--- config.mk ---
export PLATFORM = sky130hd
export DESIGN_NAME = fifo
export DESIGN_NICKNAME = d
export VERILOG_FILES = /design/src/rtl/fifo_pkg.sv /design/src/rtl/fifo_mem.sv /design/src/rtl/fifo.sv
export SDC_FILE = /design/constraint.sdc
export NUM_CORES = 1
export LEC_CHECK = 0
export ABC_AREA = 0
export CAP_MARGIN = 20
export CORE_MARGIN = 2
export CORE_UTILIZATION = 51
export DETAILED_ROUTE_END_ITERATION = 16
export PLACE_DENSITY = 0.73
export SLEW_MARGIN = 0
export SYNTH_ARGS = -nofsm -noshare
export SYNTH_HDL_FRONTEND = slang
export SYNTH_SLANG_ARGS = --single-unit
--- constraint.sdc ---
create_clock -name clk -period 4.37 [get_ports clk]
set_clock_uncertainty 0.05 [all_clocks]
set_input_delay 0.874 -clock clk [delete_from_list [all_inputs] [get_ports clk]]
set_output_delay 0.874 -clock clk [all_outputs]
set_load 0.05 [all_outputs]
--- src/rtl/fifo_pkg.sv ---
// Shared constants and width helpers for the single-clock FIFO.
package fifo_pkg;

  localparam int FIFO_DEPTH = 8;
  localparam int FIFO_WIDTH = 16;

  // A depth-2 FIFO still needs a 1-bit pointer.
  function automatic int ptr_width(input int depth);
    return (depth <= 2) ? 1 : $clog2(depth);
  endfunction

  function automatic int count_width(input int depth);
    return $clog2(depth + 1);
  endfunction

endpackage

--- src/rtl/fifo_mem.sv ---
// Storage array for the FIFO: synchronous write port, combinational read port.
module fifo_mem
  import fifo_pkg::*;
#(
  parameter int depth = FIFO_DEPTH,
  parameter int width = FIFO_WIDTH,
  parameter int aw    = ptr_width(depth)
) (
  input  logic             clk,
  input  logic             we,
  input  logic [aw-1:0]    waddr,
  input  logic [width-1:0] wdata,
  input  logic [aw-1:0]    raddr,
  output logic [width-1:0] rdata
);

  logic [width-1:0] mem_reg [depth];

  always_ff @(posedge clk) begin
    if (we) begin
      mem_reg[waddr] <= wdata;
    end
  end

  assign rdata = mem_reg[raddr];

endmodule

--- src/rtl/fifo.sv ---
// Single-clock count-based FIFO with registered read data.
// Optional overflow/underflow pulse outputs are enabled by defining FIFO_ERR_FLAGS_EN.
module fifo
  import fifo_pkg::*;
#(
  parameter int depth = FIFO_DEPTH,
  parameter int width = FIFO_WIDTH
) (
  input  logic             clk,
  input  logic             rst,
  input  logic             wr_en,
  input  logic             rd_en,
  input  logic [width-1:0] din,
  output logic [width-1:0] dout,
  output logic             empty,
  output logic             full
`ifdef FIFO_ERR_FLAGS_EN
  ,
  output logic             overflow,
  output logic             underflow
`endif
);

  localparam int AW = ptr_width(depth);
  localparam int CW = count_width(depth);

  logic [AW-1:0]    wr_ptr_reg;
  logic [AW-1:0]    rd_ptr_reg;
  logic [CW-1:0]    count_reg;
  logic [width-1:0] dout_reg;
  logic [width-1:0] mem_rdata;
  logic             wr_ok;
  logic             rd_ok;

  // Both requests are qualified by the pre-edge flags, so full+both reads only
  // and empty+both writes only (no fall-through to dout).
  assign empty = (count_reg == '0);
  assign full  = (count_reg == CW'(depth));
  assign wr_ok = wr_en && !full;
  assign rd_ok = rd_en && !empty;
  assign dout  = dout_reg;

  fifo_mem #(
    .depth (depth),
    .width (width),
    .aw    (AW)
  ) u_mem (
    .clk   (clk),
    .we    (wr_ok && !rst),
    .waddr (wr_ptr_reg),
    .wdata (din),
    .raddr (rd_ptr_reg),
    .rdata (mem_rdata)
  );

  always_ff @(posedge clk) begin
    if (rst) begin
      wr_ptr_reg <= '0;
      rd_ptr_reg <= '0;
      count_reg  <= '0;
      dout_reg   <= '0;
    end else begin
      if (wr_ok) begin
        wr_ptr_reg <= wr_ptr_reg + AW'(1);
      end
      if (rd_ok) begin
        rd_ptr_reg <= rd_ptr_reg + AW'(1);
        dout_reg   <= mem_rdata;
      end
      if (wr_ok && !rd_ok) begin
        count_reg <= count_reg + CW'(1);
      end else if (rd_ok && !wr_ok) begin
        count_reg <= count_reg - CW'(1);
      end
    end
  end

`ifdef FIFO_ERR_FLAGS_EN
  logic overflow_reg;
  logic underflow_reg;

  always_ff @(posedge clk) begin
    if (rst) begin
      overflow_reg  <= 1'b0;
      underflow_reg <= 1'b0;
    end else begin
      overflow_reg  <= wr_en && full;
      underflow_reg <= rd_en && empty;
    end
  end

  assign overflow  = overflow_reg;
  assign underflow = underflow_reg;
`endif

endmodule

==> impl_metrics.yaml <==
status:
  status: "completed"
global_routing:
  grt_usage_pct: 19.05
  grt_pass1_wl_um: 17140
  grt.busiest_layer: "met2"
  grt_overflow: 0
  grt_max_degree: 32
  use_met3_pct: 5.335
  first_global_vias: 3009
  antenna_found_initial: 0
  grtUsageMet1_pct: 25.94
  use_met2_pct: 29.09
power:
  peakVddDrop_mv: 0.4933
  power.density_nw_per_um2: 610.7
  p_comb_share_pct: 26.7
  clkPwrFrac_pct: 29.3
  p_leak_nw: 2.254
  p_seq_share_pct: 44.0
  p_sw_share_pct: 31.00
  p_switching_mw: 1.318
  intPower_mw: 2.934
yosys:
  synth_seq_cells: 154
  synth_top_cell_area_share_pct: 65.04
  synthTopCellsByArea: "edfxtp_1 65%, mux4_2 12%, dfxtp_1 8.8%, nor2_1 2.0%, nor3_2 1.9%"
  avgSynthCellArea_um2: 19.00
  ys_warn_count: 0
  synth_cell_types: 34
  synth_commonest_cells: "128 x edfxtp_1, 32 x mux4_2, 31 x nor2_1"
  syn_inst: 311
  synthFlopType: "edfxtp_1"
  netlist_area_um2: 5909
  synth_nets: 337
  yosysMostFrequentCell: "edfxtp_1"
  synth_seq_area_share_pct: 73.85
  post-synth-top-area-cell: "edfxtp_1"
  synth_edf_count: 128
  synthArstFlopShare_pct: 0
timing:
  min_period_ns: 3.179
  rsz0062_at_grt: "false"
  fmax_ghz: 0.3146
  fin_crit_sh_pct: 72.75
  slew_violations: 0
  hold_violations: 0
  max-slew-margin-rel_pct: 34.04
  fin_tns_setup_ns: 0
  setup_violations: 0
  tightest_slew_ns: 0.9880
drt:
  drc: 0
  wirelength_um: 11020
  wl_per_cell_um: 21.23
  first_pass_iters: 5
  drtIter0Drc: 168
  final_antenna_net_count: 0
  via_count: 3003
  viasPerCell: 5.786
clock_tree:
  clk_latency_ns: 0.41
  htreeDepth: 4
  cts_tree: "built"
  numCtsBuffers: 17
  root_buffer: "clkbuf_16"
  cts.sinks: 154
  clk_pin_slew_ns: 0.06
  cts_resized: 0
  clock_path_buffers: 2
  postCtsHoldBufs: 0
  post-cts-setup-buffer-count: 0
layout:
  final_net_count: 389
  drive_gt1_share_pct: 23.94
  multi_input_area_um2: 1453
  syn2layout_area_growth_pct: 17.83
  fin_cells: 519
  seqCellArea_um2: 4365
  design_area_um2: 6963
  nFillCells: 800
  n_antenna_cell: 0
  largest_reg_flops: 128
worst_setup_path:
  crit_path_end_kind: "output pin"
  path_max_fanout: 6
  start_kind: "flop"
  worst_ep_required_time_ns: 3.45
  cp_data_arrival_time_ns: 2.26
  critical_path_class: "reg2out"
floorplan:
  io_pins: 38
  die_height_um: 111.6
  start_util_pct: 51.98
  die_w_um: 111.6
  core_um2: 11370
  die-area_um2: 12460
  num_rows: 39
place:
  dp.cells: 487
  place_congestion: 0.7564
  portBuffers: 37
  place_area_um2: 6465
  post-dp-hpwl_um: 6206
min_path:
  hold_path_class: "reg2reg"
job:
  cap_violations: 0
-- area by class of cell --
| class | count | area share [%] |
|---|---|---|
| sequential | 154 | 62.70 |
| multi-input combinational | 138 | 20.86 |
| timing repair buffer | 48 | 6.505 |
| clock buffer | 22 | 6.379 |
| tap | 143 | 2.570 |
| clock inverter | 10 | 0.7727 |
| inverter | 4 | 0.2156 |
-- critical path, cell delays in order, from the launching register on --
cell and delay, ns:
dfxtp_1 0.39, or4b_4 0.59, inv_1 0.07, clkdlybuf4s50_1 0.79
-- cells by family (layout without fill, tap and decap cells) --
kind of cell    count (synthesis)  in the layout  share of synthesized area, %
compound gates                 23             23                         2.647
xor+xnor                        6              6                        0.8894
fa+ha+maj                       6              6                         1.397
buf+inv                        19             84                         2.032
flops                         154            154                         73.85
mux                            35             35                         12.72
simple gates                   68             68                         6.458
-- cells in the final DEF, fill, tap and decap left out --
cell	count
edfxtp_1	128
clkdlybuf4s50_1	37
mux4_2	32
nor2_1	31
dfxtp_1	25
clkbuf_16	17
o22ai_1	15
nor3_2	14
buf_4	11
nand2_1	8
ha_1	5
clkbuf_1	5
inv_1	4
a21oi_1	4
nor3_1	4
clkinv_2	4
xnor2_1	3
xor2_1	3
clkinv_1	3
clkinvlp_4	3
mux2i_1	2
a211oi_1	2
nand3_1	2
or4b_4	1
nand2_2	1
nor4_1	1
o41a_4	1
nand3b_1	1
nor4_2	1
nor4b_2	1
nand2b_4	1
nand2_4	1
nor2b_1	1
a31oi_1	1
mux2_2	1
fa_1	1
dfxtp_2	1
-- path summary, 6_finish.rpt --
check / start / endpoint / slack (ns) / cells after the start
setup / recovery: count_reg[0]$_SDFFE_PP0P_ / full / 1.19 / 3
hold / removal: dout[12]$_SDFFE_PP0P_ / dout[12]$_SDFFE_PP0P_ / 0.45 / 2
setup reg to reg: count_reg[0]$_SDFFE_PP0P_ / count_reg[3]$_SDFFE_PP0P_ / 1.47 / 10
hold reg to reg: dout[12]$_SDFFE_PP0P_ / dout[12]$_SDFFE_PP0P_ / 0.45 / 2
-- power groups by stage --
stage,logic [mW],clock network [mW],registers [mW]
after floorplan,0.773,0,1.99
after global placement,1.12,0,1.90
after detailed placement,1.15,0,1.91
after CTS,1.15,1.27,1.88
after global routing,1.22,1.32,1.90
final,1.14,1.24,1.87
-- routing by layer --
layer  up-vias  share of wire (%)  wire (um)
li1       1341                  -          -
met3        22                5.7        623
met5         -                  0          0
met1      1543                 44       4860
met4         0                2.2        243
met2        97                 48       5291
-- through the flow --
stage | worst slack (ns) | power [mW] | hold WS, ns | utilization, %
after floorplan | 1.151 | 2.761 | 0.4524 | -
after global placement | 1.015 | 3.022 | 0.4324 | 56.86
after detailed placement | 0.9265 | 3.057 | 0.4380 | 56.86
after CTS | 1.146 | 4.297 | 0.4516 | 61.24
after global routing | 1.125 | 4.439 | 0.4683 | 61.24
final | 1.191 | 4.252 | 0.4455 | 61.24
No activity file was read; power rests on OpenSTA's default activity.
